$ cat config.mk
export PLATFORM = sky130hd
export DESIGN_NAME = cache_line_refill
export DESIGN_NICKNAME = d
export VERILOG_FILES = /design/src/rtl/cache_line_refill.sv
export SDC_FILE = /design/constraint.sdc
export NUM_CORES = 1
export LEC_CHECK = 0
export ABC_AREA = 1
export CORE_MARGIN = 2
export CORE_UTILIZATION = 41
export DETAILED_ROUTE_END_ITERATION = 10
export PLACE_DENSITY = 0.76
export REMOVE_ABC_BUFFERS = 1
export SKIP_LAST_GASP = 1
export SYNTH_ARGS = -nofsm -noshare
export SYNTH_HDL_FRONTEND = slang
export SYNTH_SLANG_ARGS = --single-unit
$ cat constraint.sdc
create_clock -name clk -period 6.3 [get_ports clk]
set_clock_uncertainty 0.05 [all_clocks]
set_input_delay 1.26 -clock clk [delete_from_list [all_inputs] [get_ports clk]]
set_output_delay 1.26 -clock clk [all_outputs]
set_load 0.02 [all_outputs]
$ cat src/rtl/cache_line_refill.sv
// cache_line_refill: refills one 16-byte cache line on a read miss.
// The controller fetches the four 32-bit words over a req/ack word interface,
// forwards the requested (critical) word as soon as it arrives, and then
// presents the complete line for a single-cycle write into the cache array.
//
// Optional feature macro: REFILL_CRIT_FIRST_EN
//   defined   - the fetch starts at the missing word and wraps (critical word first)
//   undefined - the fetch always runs 0,1,2,3
//
// state | meaning
// ------+------------------------------------------------------------
// IDLE  | waiting for a miss; miss_ready high
// FETCH | one word request outstanding at {tag, index, cur_off, 00}
// FILL  | fill_valid pulse; the line is written into the cache
module cache_line_refill #(
  parameter int ADDRESS_WIDTH = 16,
  parameter int DATA_WIDTH    = 32,
  parameter int TAG_WIDTH     = 8,
  parameter int LINE_WIDTH    = 137
) (
  input  logic                          clk,
  input  logic                          rst,
  input  logic                          miss_valid,
  input  logic [ADDRESS_WIDTH-1:0]      miss_addr,
  output logic                          miss_ready,
  output logic                          mem_req,
  output logic [ADDRESS_WIDTH-1:0]      mem_addr,
  input  logic                          mem_ack,
  input  logic [DATA_WIDTH-1:0]         mem_rdata,
  output logic                          crit_valid,
  output logic [DATA_WIDTH-1:0]         crit_data,
  output logic                          fill_valid,
  output logic [ADDRESS_WIDTH-TAG_WIDTH-5:0] fill_index,
  output logic [LINE_WIDTH-1:0]         fill_line,
  output logic                          busy
);

  localparam int LINE_ADDR_WIDTH = ADDRESS_WIDTH - 4;

  typedef enum logic [1:0] {
    ST_IDLE  = 2'd0,
    ST_FETCH = 2'd1,
    ST_FILL  = 2'd2
  } state_t;

  state_t                          state;
  logic [LINE_ADDR_WIDTH-1:0]      line_addr;
  logic [1:0]                      cur_off;
  logic [1:0]                      crit_off;
  logic [1:0]                      word_cnt;
  logic [3:0][DATA_WIDTH-1:0]      line_words;
  logic                            line_valid;
  logic [1:0]                      start_off;
  logic                            byte_off_unused;

  // Loads are formatted downstream from crit_data, so the byte offset plays no part here.
  assign byte_off_unused = ^miss_addr[1:0];

  // First slot to fetch: the missing word itself, or always slot 0.
`ifdef REFILL_CRIT_FIRST_EN
  assign start_off = miss_addr[3:2];
`else
  assign start_off = 2'b00;
`endif

  // Request address is rebuilt from the latched line address, so it cannot move during a stall.
  assign mem_addr   = {line_addr, cur_off, 2'b00};
  assign fill_index = line_addr[LINE_ADDR_WIDTH-TAG_WIDTH-1:0];
  assign fill_line  = {line_valid, line_addr[LINE_ADDR_WIDTH-1 -: TAG_WIDTH], line_words};

  // Refill sequencer: accept, fetch four words in wrap order, then pulse the fill.
  always_ff @(posedge clk or posedge rst) begin
    if (rst) begin
      state      <= ST_IDLE;
      line_addr  <= '0;
      cur_off    <= '0;
      crit_off   <= '0;
      word_cnt   <= '0;
      line_words <= '0;
      line_valid <= 1'b0;
      miss_ready <= 1'b1;
      mem_req    <= 1'b0;
      busy       <= 1'b0;
      crit_valid <= 1'b0;
      crit_data  <= '0;
      fill_valid <= 1'b0;
    end else begin
      crit_valid <= 1'b0;
      fill_valid <= 1'b0;
      case (state)
        ST_IDLE: begin
          if (miss_valid && miss_ready) begin
            line_addr  <= miss_addr[ADDRESS_WIDTH-1:4];
            crit_off   <= miss_addr[3:2];
            cur_off    <= start_off;
            word_cnt   <= '0;
            line_valid <= 1'b0;
            miss_ready <= 1'b0;
            mem_req    <= 1'b1;
            busy       <= 1'b1;
            state      <= ST_FETCH;
          end
        end
        ST_FETCH: begin
          if (mem_ack) begin
            line_words[cur_off] <= mem_rdata;
            if (cur_off == crit_off) begin
              crit_data  <= mem_rdata;
              crit_valid <= 1'b1;
            end
            cur_off  <= cur_off + 2'd1;
            word_cnt <= word_cnt + 2'd1;
            if (word_cnt == 2'd3) begin
              mem_req    <= 1'b0;
              line_valid <= 1'b1;
              fill_valid <= 1'b1;
              state      <= ST_FILL;
            end
          end
        end
        ST_FILL: begin
          miss_ready <= 1'b1;
          busy       <= 1'b0;
          state      <= ST_IDLE;
        end
        default: begin
          miss_ready <= 1'b1;
          mem_req    <= 1'b0;
          busy       <= 1'b0;
          state      <= ST_IDLE;
        end
      endcase
    end
  end

endmodule

**Word level (Yosys, flattened, before mapping)**

Index checks and enable logic that the tools add are counted.

- Register bits after elaboration: 186
- Bits in latches: 0
- Memory bits (writable): 0
- Memory bits (read-only): 0
- Output and inout bits: 194
- Word-level logic and storage cells: 69
- Memories kept: 0

- Add/sub/neg operators: 2
- Multipliers: 0
- Div/mod/pow operators: 0
- $lt $le $gt $ge: 2
- Equality and inequality tests: 7
- Shift-type cells: 0
- Mux-type cells: 28
- Bitwise logic cells: 2
- Reductions and logical operators: 12

Operator list:

| cell | number |
|---|---|
| $bwmux 128 | 1 |
| $demux 32 s2 | 1 |
| $mux 32 | 1 |
| $mux 1 | 12 |
| $mux 2 | 6 |
| $pmux 2 s2 | 3 |
| $reduce_and 3->1 | 3 |
| $reduce_and 4->1 | 2 |
| $ne 2x2->1 const B | 3 |
| $pmux 1 s2 | 3 |
| $reduce_and 2->1 | 3 |
| $add 2x1->2 const B | 2 |
| $eq 2x2->1 const B | 2 |
| $lt 2x3->1 const B | 1 |
| $pmux 1 s3 | 1 |
| $eq 2x1->1 const B | 1 |
| $eq 2x2->1 | 1 |
| $ge 2x1->1 const B | 1 |
| $logic_and 1x1->1 | 2 |
| $logic_not 2->1 | 1 |
| $not 1->1 | 2 |
| $reduce_bool 2->1 | 1 |

**Longest topological paths before layout**

Gate-level depths: netlist (run 1).

- Depth in word-level cells: 5
- Mapped depth: 7
- Depth with buffers taken out: 6

**Worst setup path after synthesis (run 1)**

OpenSTA, ideal clock, no wires.

- Path kind: in2reg
- Start point: input port miss_valid
- End point: register line_addr[6]
- Setup time: 0.065 ns
- Data arrival time: 1.939 ns
- Data required time: 6.185 ns
- Slack: 4.246 ns
- Stages: 5
- Path buffers: 1
- Cell sequence: nand2_1 -> nor3_2 -> buf_2 -> nand2_1 -> nand2_1

- Cells in the longest elaborated chain, start to end: 2

Ends and longest elaborated chain:

| item | line | text |
|---|---|---|
| start, declared | 23 | `input logic miss_valid,` |
| $logic_and 1x1->1 | 92 | `if (miss_valid && miss_ready) begin` |
| $reduce_and 2->1 (no source line) | - |  |
| end signal, assigned | 93 | `line_addr <= miss_addr[ADDRESS_WIDTH-1:4];` |
| end, declared | 47 | `logic [LINE_ADDR_WIDTH-1:0] line_addr;` |

Every way passes these cells.
A chain may end at the register's enable or synchronous reset.

**Worst setup path after layout (run 1)**

- Start point: register miss_ready
- End point: output port miss_ready

RTL lines:

| item | line | text |
|---|---|---|
| start, declared | 25 | `output logic miss_ready,` |
| start signal, assigned | 81 | `miss_ready <= 1'b1;` |
| start signal, assigned | 98 | `miss_ready <= 1'b0;` |
| start signal, assigned | 122 | `miss_ready <= 1'b1;` |

No word-level cell between the ends.

==> results of run 1 <==
how the worst min path moves through the flow:
stage | start | to | slack [ns]
global placement | crit_data[30] | crit_data[30] | 0.40
floorplan | word_cnt[1] | word_cnt[1] | 0.40
finish | crit_data[1] | crit_data[1] | 0.42
detailed placement | crit_data[26] | crit_data[26] | 0.41
CTS | crit_data[26] | crit_data[26] | 0.42
global route | crit_data[10] | crit_data[10] | 0.44
per-layer routing:
| metal | track usage (%) | vias up | share of wire, % | wire length, µm |
|---|---|---|---|---|
| met5 | 0 | - | 0 | 0 |
| met4 | 5.50 | 0 | 1.1 | 217 |
| met3 | 6.77 | 14 | 9.4 | 1780 |
| met2 | 32.7 | 221 | 47 | 8880 |
| met1 | 25.9 | 2712 | 43 | 8120 |
| li1 | - | 2701 | - | - |
Yosys cell counts:
master    instances
nor2_2            1
nand2_1         251
buf_6            25
ha_1              5
mux2i_1           1
dfrtp_1         185
nand2_4           4
dfstp_2           1
nand3_4           2
inv_2             1
o21ai_1         106
clkbuf_1          3
xnor2_1           1
o21ai_0           4
o21ai_2          22
conb_1            1
inv_6             1
buf_4            19
nor3_2            1
buf_2             3
nand3_1          36
inv_1            43
nor2_1            4
cell type report:
class	instances	area (µm²)	area share, %
multi-input cells	440	2070	20.2
flip-flops and latches	186	4660	45.4
repair buffers	243	2440	23.8
well taps	225	282	2.75
clock inverters	13	190	1.86
clock buffers	18	429	4.19
inverters	45	179	1.75
through the flow:
step	cells	setup WS [ns]
floorplan	671	-0.0654
global placement	1139	3.17
detailed placement	1139	3.14
CTS	1170	3.37
global route	1170	3.33
finish	1170	3.40
worst register-to-register path: cells and delay by family, from the launching register on:
family        cells  cell delay [ns]
flops             1             0.48
simple gates      5             1.20
buf+inv           1             0.15
flip-flops by register name (all words and copies together) (netlist names):
register    count
word_cnt        2
line_valid      1
crit_data      32
crit_off        2
line_addr      12
fill_line     128
miss_ready      1
crit_valid      1
fill_valid      1
cur_off         2
busy            1
state           2
mem_req         1
logic make-up (layout without fill, tap and decap cells):
logic type | after synthesis | in the layout | share of synthesized area (%)
flops | 186 | 186 | 63.4
simple gates | 299 | 299 | 16.8
compound gates | 132 | 132 | 10.1
other cells | 1 | 2 | 0.0511
buf+inv | 95 | 319 | 8.50
xor+xnor | 1 | 1 | 0.119
fa+ha+maj | 5 | 5 | 0.852
mux | 1 | 1 | 0.136
cells in the final DEF, fill, tap and decap left out:
cell             Yosys  routed
buf_12               0       1
nand2_1            251     251
nand2_4              4       4
clkbuf_1             3       1
inv_2                1       1
bufinv_16            0       4
buf_4               19       1
mux2i_1              1       1
inv_8                0       1
clkbuf_16            0      17
nor3_2               1       1
dfstp_2              1       1
nand3_1             36      36
o21ai_0              4       4
conb_1               1       2
clkinv_2             0       2
nand3_4              2       2
dfrtp_1            185     185
nor2_1               4       4
nor2_4               0       1
inv_1               43      42
xnor2_1              1       1
ha_1                 5       5
clkdlybuf4s50_1      0     241
o21ai_2             22      22
inv_6                1       4
o21ai_1            106     106
clkinvlp_4           0       3
clkinv_4             0       1
power by group:
part	internal, mW	switching, mW
combinational	1.25	1.57
clock	0.668	0.465
sequential	1.73	0.320
==> out/results.tsv, run 1 <==
stage	metric	value	unit
critical_path	Worst path slowest cell	clkdlybuf4s50_1	
critical_path	Arr. time, crit path	1.59	ns
critical_path	Critical path buffers and inverters	1	
final_layout	share of layout cells above drive strength 1	6.98	%
critical_path	Reg2Reg Capture Point	crit_data[14]	
critical_path	CP Cell Sequence	clkdlybuf4s50_1	
clock_network	Worst-path clk slew	0.07	ns
die	Core Region	0.0174	mm²
clock_network	Max clock buf depth	2	
critical_path	CP delay by family, top	buffers and inverters	
yosys	Synth cell types	23	
critical_path	FF-to-FF Start	cur_off[0]	
global_routing	number of global-route vias before repair	5402	
timing	Tcrit/Tclk final	46.1	%
critical_path	CP max FO	4	
critical_path	Worst Setup EP	miss_ready	
outcome	status	finished, final reports clean	
timing	RSZ-0062 raised after global routing	no	
yosys	Synth Area per Inst	10.2	µm²
clock_network	Post-CTS Setup Bufs	0	
timing	Hold Fails Final Rpt	0	
global_routing	remaining global-route overflow	0	
run	# Max-Cap Violations	0	
placed_design	port bufs	241	
timing	Least-Margin Pin Slew	1.01	ns
drt	DR vias	5648	
clock_network	CTS sink count	186	
timing	Final min period	2.90	ns
timing	final setup violation count	0	
timing	fmax	344	MHz
timing	Pins Over Slew Limit	0	
clock_network	Worst-Skew Late Latency	0.42	ns
critical_path	max incr delay on CP	0.62	ns
timing	final setup TNS	0	ns
yosys	Warnings, synthesis	0	
critical_path	element type at the critical path start	flop	
power_and_ir_drop	Power Total	6.01	mW
critical_path	Worst Setup SP	miss_ready	
clock_network	cts repair resizes	0	
power_and_ir_drop	PwrDens	587	mW/mm²
drt	DR iter-0 viols	361	
final_layout	Area growth syn-to-layout	39.6	%
clock_network	CTS tree	yes	
timing	slew margin rel.	32.2	%
min_path	worst hold path class	flop to flop	
yosys	Synth top area share	63.1	%
clock_network	htree depth	4	
critical_path	CP Capture Type	primary output	
yosys	Yosys top cell by area	dfrtp_1	
global_routing	largest net degree at the start of global routing	104	
yosys	post-synthesis cell count	720	
clock_network	Hold Buf Count CTS	0	
global_routing	GRT Overall Usage	20.1	%
min_path	Hold Path Stages	2	
critical_path	WP data required	4.99	ns
global_routing	first-pass GRT wire length	29.1	mm
die	row cnt	48	
yosys	Yosys reg bits	186	
timing	final hold slack	0.423	ns
yosys	Synth area leaders	dfrtp_1, nand2_1, o21ai_1	
yosys	Seq/Total Area, Yosys	63.4	%
final_layout	post-route cell area	0.0102	mm²
die	Die ar.	0.0190	mm²
critical_path	critical path depth	1	
drt	WL final	19.0	mm
critical_path	R2R setup slack	4.36	ns
critical_path	Crit Path Class	flop to primary output	
power_and_ir_drop	Static Leak	4.89	nW
clock_network	Clock Tree Root	clkbuf_16	
die	io pins	246	
global_routing	initial antenna violation count	0	
yosys	synthesized cell area	0.00734	mm²
clock_network	Num CTS Buffers	17	
drt	remaining antenna violation count	0	
placed_design	gpl congestion	0.754	
critical_path	reg2reg path depth	6	
die	Die W	138	µm
power_and_ir_drop	maximum vdd drop	0.000284	V
final_layout	Layout Utilization	58.8	%
drt	# DRC	0	
drt	Vias per Instance	4.83	
placed_design	Post-DP Area	0.00963	mm²
die	die height	138	µm
final_layout	Filler cells	1482	
drt	Routed WL per cell	16.2	µm
final_layout	fin nets	990	
drt	TritonRoute pass-1 iters	5	
die	Starting Density	42.2	%
placed_design	HPWL Detailed	12.2	mm
final_layout	diode count	0	
Note: power is estimated with default switching activity, not from simulation.
==> run 2, diff against run 1 <==
Clock period 6.3 ns to 2.65 ns, I/O delays scaled along.
==> run 2 against run 1 <==
Final cell count increased by 1.4%. Critical path depth unchanged. Flip-flop and latch count unchanged. Sequential share of layout area decreased by 0.68 points. Critical path type unchanged. Die area unchanged. Design area increased by 1.5%. Clock-buffer cell count increased by 1. Power increased by 140%. Wire length increased by 0.95%. Utilization increased by 0.90 points.
==> out/results.tsv, run 2 (synthesized netlist as in run 1, its figures left out) <==
stage	metric	value	unit
placed_design	port bufs	241	
timing	final setup violation count	0	
clock_network	Worst-Skew Late Latency	0.42	ns
critical_path	FF-to-FF Start	cur_off[0]	
timing	fmax	461	MHz
timing	slew margin rel.	65.3	%
global_routing	remaining global-route overflow	0	
final_layout	share of layout cells above drive strength 1	8.53	%
critical_path	CP max FO	4	
timing	Least-Margin Pin Slew	0.520	ns
die	Core Region	0.0174	mm²
final_layout	Area growth syn-to-layout	41.7	%
placed_design	HPWL Detailed	13.3	mm
critical_path	Arr. time, crit path	1.59	ns
die	Starting Density	42.2	%
final_layout	multi-input logic area	0.00207	mm²
critical_path	Worst path slowest cell	clkdlybuf4s50_1	
power_and_ir_drop	Static Leak	4.98	nW
die	Die ar.	0.0190	mm²
run	# Max-Cap Violations	0	
timing	Tcrit/Tclk final	81.8	%
die	io pins	246	
clock_network	CTS tree	yes	
final_layout	number of flip-flops in the largest register	128	
final_layout	fin nets	1006	
final_layout	Reg area	0.00466	mm²
final_layout	post-route cell area	0.0104	mm²
global_routing	number of global-route vias before repair	5547	
die	row cnt	48	
clock_network	Post-CTS Setup Bufs	0	
timing	RSZ-0062 raised after global routing	no	
clock_network	cts repair resizes	0	
min_path	worst hold path class	input pin to async pin	
final_layout	most common cell after layout, fill and taps aside	nand2_1	
power_and_ir_drop	maximum vdd drop	0.000625	V
drt	DR iter-0 viols	303	
outcome	status	finished, final reports clean	
timing	final worst setup slack	0.481	ns
placed_design	Post-DP Area	0.00980	mm²
global_routing	initial antenna violation count	0	
timing	final hold slack	0.419	ns
clock_network	Worst-path clk slew	0.07	ns
power_and_ir_drop	PwrDens	1380	mW/mm²
critical_path	Worst Setup SP	miss_ready	
die	die height	138	µm
critical_path	element type at the critical path start	flop	
clock_network	Hold Buf Count CTS	0	
critical_path	CP delay by family, top	buffers and inverters	
drt	WL final	19.2	mm
drt	# DRC	0	
critical_path	CP Cell Sequence	clkdlybuf4s50_1	
final_layout	diode count	0	
placed_design	gpl congestion	0.760	
final_layout	Filler cells	1515	
global_routing	largest net degree at the start of global routing	48	
critical_path	CP Capture Type	primary output	
timing	Final min period	2.17	ns
final_layout	most frequent cells in the layout	nand2_1, clkdlybuf4s50_1, dfrtp_1	
drt	remaining antenna violation count	0	
drt	Vias per Instance	4.86	
drt	DR vias	5764	
clock_network	htree depth	4	
global_routing	first-pass GRT wire length	29.7	mm
drt	Routed WL per cell	16.2	µm
placed_design	Setup WS pre-CTS	0.376	ns
clock_network	Clock Tree Root	clkbuf_16	
clock_network	CTS sink count	186	
clock_network	Max clock buf depth	2	
critical_path	max incr delay on CP	0.61	ns
final_layout	Layout Utilization	59.7	%
critical_path	R2R setup slack	0.97	ns
global_routing	GRT Overall Usage	20.5	%
critical_path	Critical path buffers and inverters	1	
die	Die W	138	µm
timing	Pins Over Slew Limit	0	
drt	TritonRoute pass-1 iters	4	
critical_path	Crit Path Class	flop to primary output	
clock_network	Num CTS Buffers	17	
timing	final setup TNS	0	ns
critical_path	WP data required	2.07	ns
timing	Hold Fails Final Rpt	0	
-- run 2: cell types whose count changed in the layout (fill, tap and decap cells not counted) --
| cell | before | now |
|---|---|---|
| clkinv_2 | 2 | 1 |
| clkinvlp_4 | 3 | 2 |
| clkinv_4 | 1 | 4 |
| buf_12 | 1 | 5 |
| clkbuf_8 | 0 | 1 |
| bufinv_16 | 4 | 3 |
| inv_8 | 1 | 0 |
| buf_4 | 1 | 13 |
-- run 2: report_power, final --
part	total (mW)	leakage, nW	internal [mW]	switching [mW]
combinational	6.83	2.35	3.06	3.77
clock	2.62	0.290	1.52	1.10
sequential	4.87	2.34	4.12	0.754
-- run 2: final cells by class --
type	instances	area share (%)
flip-flops and latches	186	44.8
repair buffers	259	25.1
multi-input cells	440	19.9
clock buffers	19	4.26
well taps	225	2.71
inverters	45	1.72
clock inverters	12	1.56
-- run 2: stage by stage --
| stage | cells | total power [mW] |
|---|---|---|
| finish | 1186 | 14.3 |
| global placement | 1155 | 11.6 |
| detailed placement | 1155 | 11.8 |
| floorplan | 671 | 8.20 |
| CTS | 1186 | 14.5 |
| global route | 1186 | 15.2 |
-- run 2: worst paths after layout --
path                       depth (start not counted)             to
setup / recovery                                   1     miss_ready
hold / removal                                     2   line_addr[0]
setup reg to reg                                   6  fill_line[81]
hold reg to reg                                    2  crit_data[13]
max in group asynchronous                          3     miss_ready
min in group clk                                   2  crit_data[13]
-- run 2: layer usage --
layer / vias to the layer above / share of wire, % / GRT usage, %
met2: 231 / 48 / 34.3
met4: 0 / 1.2 / 5.61
met5: - / 0 / 0
met3: 19 / 8.9 / 6.33
met1: 2755 / 42 / 25.9
li1: 2759 / - / -
==> run 3, diff against run 2 <==
Clock period 2.65 ns to 1.8 ns, I/O delays scaled along.
==> run 3 against run 2 <==
Flip-flop and latch count did not move. First-iteration DRC count grew 5.9%. Wire length increased by 0.56%. Register-to-register slack got worse by 0.64 ns. Die area is the same. Critical path depth unchanged. Critical path type unchanged.
==> out/results.tsv, run 3 (synthesized netlist as in run 1, its figures left out) <==
stage	metric	value	unit
placed_design	port bufs	241	
clock_network	Num CTS Buffers	17	
die	die height	138	µm
final_layout	non-filler instance count after layout	1198	
global_routing	M3 GR Usage	5.96	%
drt	remaining antenna violation count	0	
clock_network	CTS sink count	186	
run	# Max-Cap Violations	0	
global_routing	remaining global-route overflow	0	
critical_path	FF-to-FF Start	cur_off[0]	
clock_network	CTS tree	yes	
final_layout	most frequent cells in the layout	nand2_1, dfrtp_1, dlygate4sd2_1	
drt	WL final	19.3	mm
die	Die ar.	0.0190	mm²
die	row cnt	48	
critical_path	critical path depth	1	
final_layout	fin nets	1017	
drt	DR iter-0 viols	321	
timing	final hold slack	0.233	ns
global_routing	initial antenna violation count	0	
global_routing	number of global-route vias before repair	5621	
critical_path	Arr. time, crit path	1.33	ns
clock_network	Hold Buf Count CTS	0	
global_routing	largest net degree at the start of global routing	36	
clock_network	Max clock buf depth	2	
die	Die W	138	µm
final_layout	post-route cell area	0.0105	mm²
timing	Tcrit/Tclk final	96.9	%
final_layout	Layout Utilization	60.1	%
timing	RSZ-0062 raised after global routing	no	
power_and_ir_drop	Static Leak	5.78	nW
placed_design	gpl congestion	0.766	
die	io pins	246	
timing	final setup violation count	0	
timing	Hold Fails Final Rpt	0	
power_and_ir_drop	maximum vdd drop	0.000979	V
final_layout	number of flip-flops in the largest register	128	
critical_path	WP data required	1.39	ns
clock_network	htree depth	4	
global_routing	met2 Usage GRT	34.5	%
timing	fmax	573	MHz
critical_path	CP max FO	1	
clock_network	Worst-Skew Late Latency	0.42	ns
drt	# DRC	0	
min_path	worst hold path class	input pin to async pin	
critical_path	reg2reg path depth	6	
final_layout	share of layout cells above drive strength 1	9.76	%
die	Core Region	0.0174	mm²
global_routing	busiest grt layer	met2	
die	Starting Density	42.2	%
critical_path	Worst Setup EP	crit_valid	
critical_path	R2R setup slack	0.33	ns
critical_path	max incr delay on CP	0.59	ns
global_routing	GRT Overall Usage	20.7	%
critical_path	CP Cell Sequence	clkdlybuf4s50_1	
placed_design	HPWL Detailed	13.7	mm
drt	DR vias	5737	
placed_design	Setup WS pre-CTS	0.00783	ns
critical_path	element type at the critical path start	flop	
critical_path	Worst Setup SP	crit_valid	
placed_design	Post-DP Area	0.0100	mm²
drt	Vias per Instance	4.79	
global_routing	first-pass GRT wire length	29.9	mm
timing	final worst setup slack	0.0559	ns
critical_path	CP delay by family, top	buffers and inverters	
critical_path	Worst path slowest cell	clkdlybuf4s50_1	
critical_path	Crit Path Class	flop to primary output	
clock_network	Worst-path clk slew	0.07	ns
drt	TritonRoute pass-1 iters	4	
critical_path	Reg2Reg Capture Point	fill_line[31]	
outcome	status	finished, final reports clean	
drt	Routed WL per cell	16.1	µm
power_and_ir_drop	PwrDens	1900	mW/mm²
final_layout	most common cell after layout, fill and taps aside	nand2_1	
clock_network	Post-CTS Setup Bufs	0	
final_layout	Area growth syn-to-layout	42.5	%
critical_path	Critical path buffers and inverters	1	
placed_design	cell count after placement	1166	
clock_network	Clock Tree Root	clkbuf_16	
global_routing	GR Util met1	26.1	%
final_layout	diode count	0	
timing	Final min period	1.74	ns
critical_path	CP Capture Type	primary output	
timing	Pins Over Slew Limit	0	
[run 3: cell types whose count changed in the layout (fill, tap and decap cells not counted), moves of 3 or more]
cell	change
clkdlybuf4s50_1	-191
clkinv_4	-3
buf_12	+13
dlygate4sd2_1	+175
inv_8	+3
dlymetal6s2s_1	+16
[run 3: where the power goes]
part,switching [mW],internal (mW),total (mW)
clock network,1.70,2.12,3.82
registers,1.05,6.06,7.11
logic,5.55,3.44,8.99
total,8.30,11.6,19.9
[run 3: per-stage QoR]
step | setup TNS [ns] | power (mW)
4_1_cts | 0 | 20.2
2_1_floorplan | -683.81 | 12.1
5_1_grt | 0 | 21.2
3_5_place_dp | 0 | 17.6
3_3_place_gp | 0 | 17.4
6_report | 0 | 19.9
[run 3: final cells by class]
| cell class | count | area (µm²) |
|---|---|---|
| tap | 225 | 282 |
| multi-input combinational | 440 | 2070 |
| fill | 1512 | 6950 |
| timing repair buffer | 270 | 2680 |
| clock inverter | 14 | 160 |
| clock buffer | 18 | 439 |
| sequential | 186 | 4660 |
| inverter | 45 | 179 |
[run 3: worst min-delay path by stage]
stage,from,to,slack (ns),cells after the start
2_1_floorplan,word_cnt[1],word_cnt[1],0.40,2
3_3_place_gp,crit_data[26],crit_data[26],0.41,2
3_5_place_dp,crit_data[17],crit_data[17],0.41,2
4_1_cts,rst,fill_line[121],0.24,2
5_1_grt,rst,line_addr[0],0.26,2
6_report,rst,line_addr[0],0.23,2
[run 3: repair_timing]
item | 4_1_cts | 5_1_grt
gates resized for setup | 175 | 16
endpoints found under the setup margin | 175 | 16
pin swaps | 0 | 0
[run 3: per-layer routing]
layer | share of wire, % | routed length (µm) | vias up
li1 | - | - | 2781
met1 | 43 | 8280 | 2716
met2 | 47 | 9110 | 216
met3 | 8.1 | 1550 | 24
met4 | 1.7 | 327 | 0
met5 | 0 | 0 | -
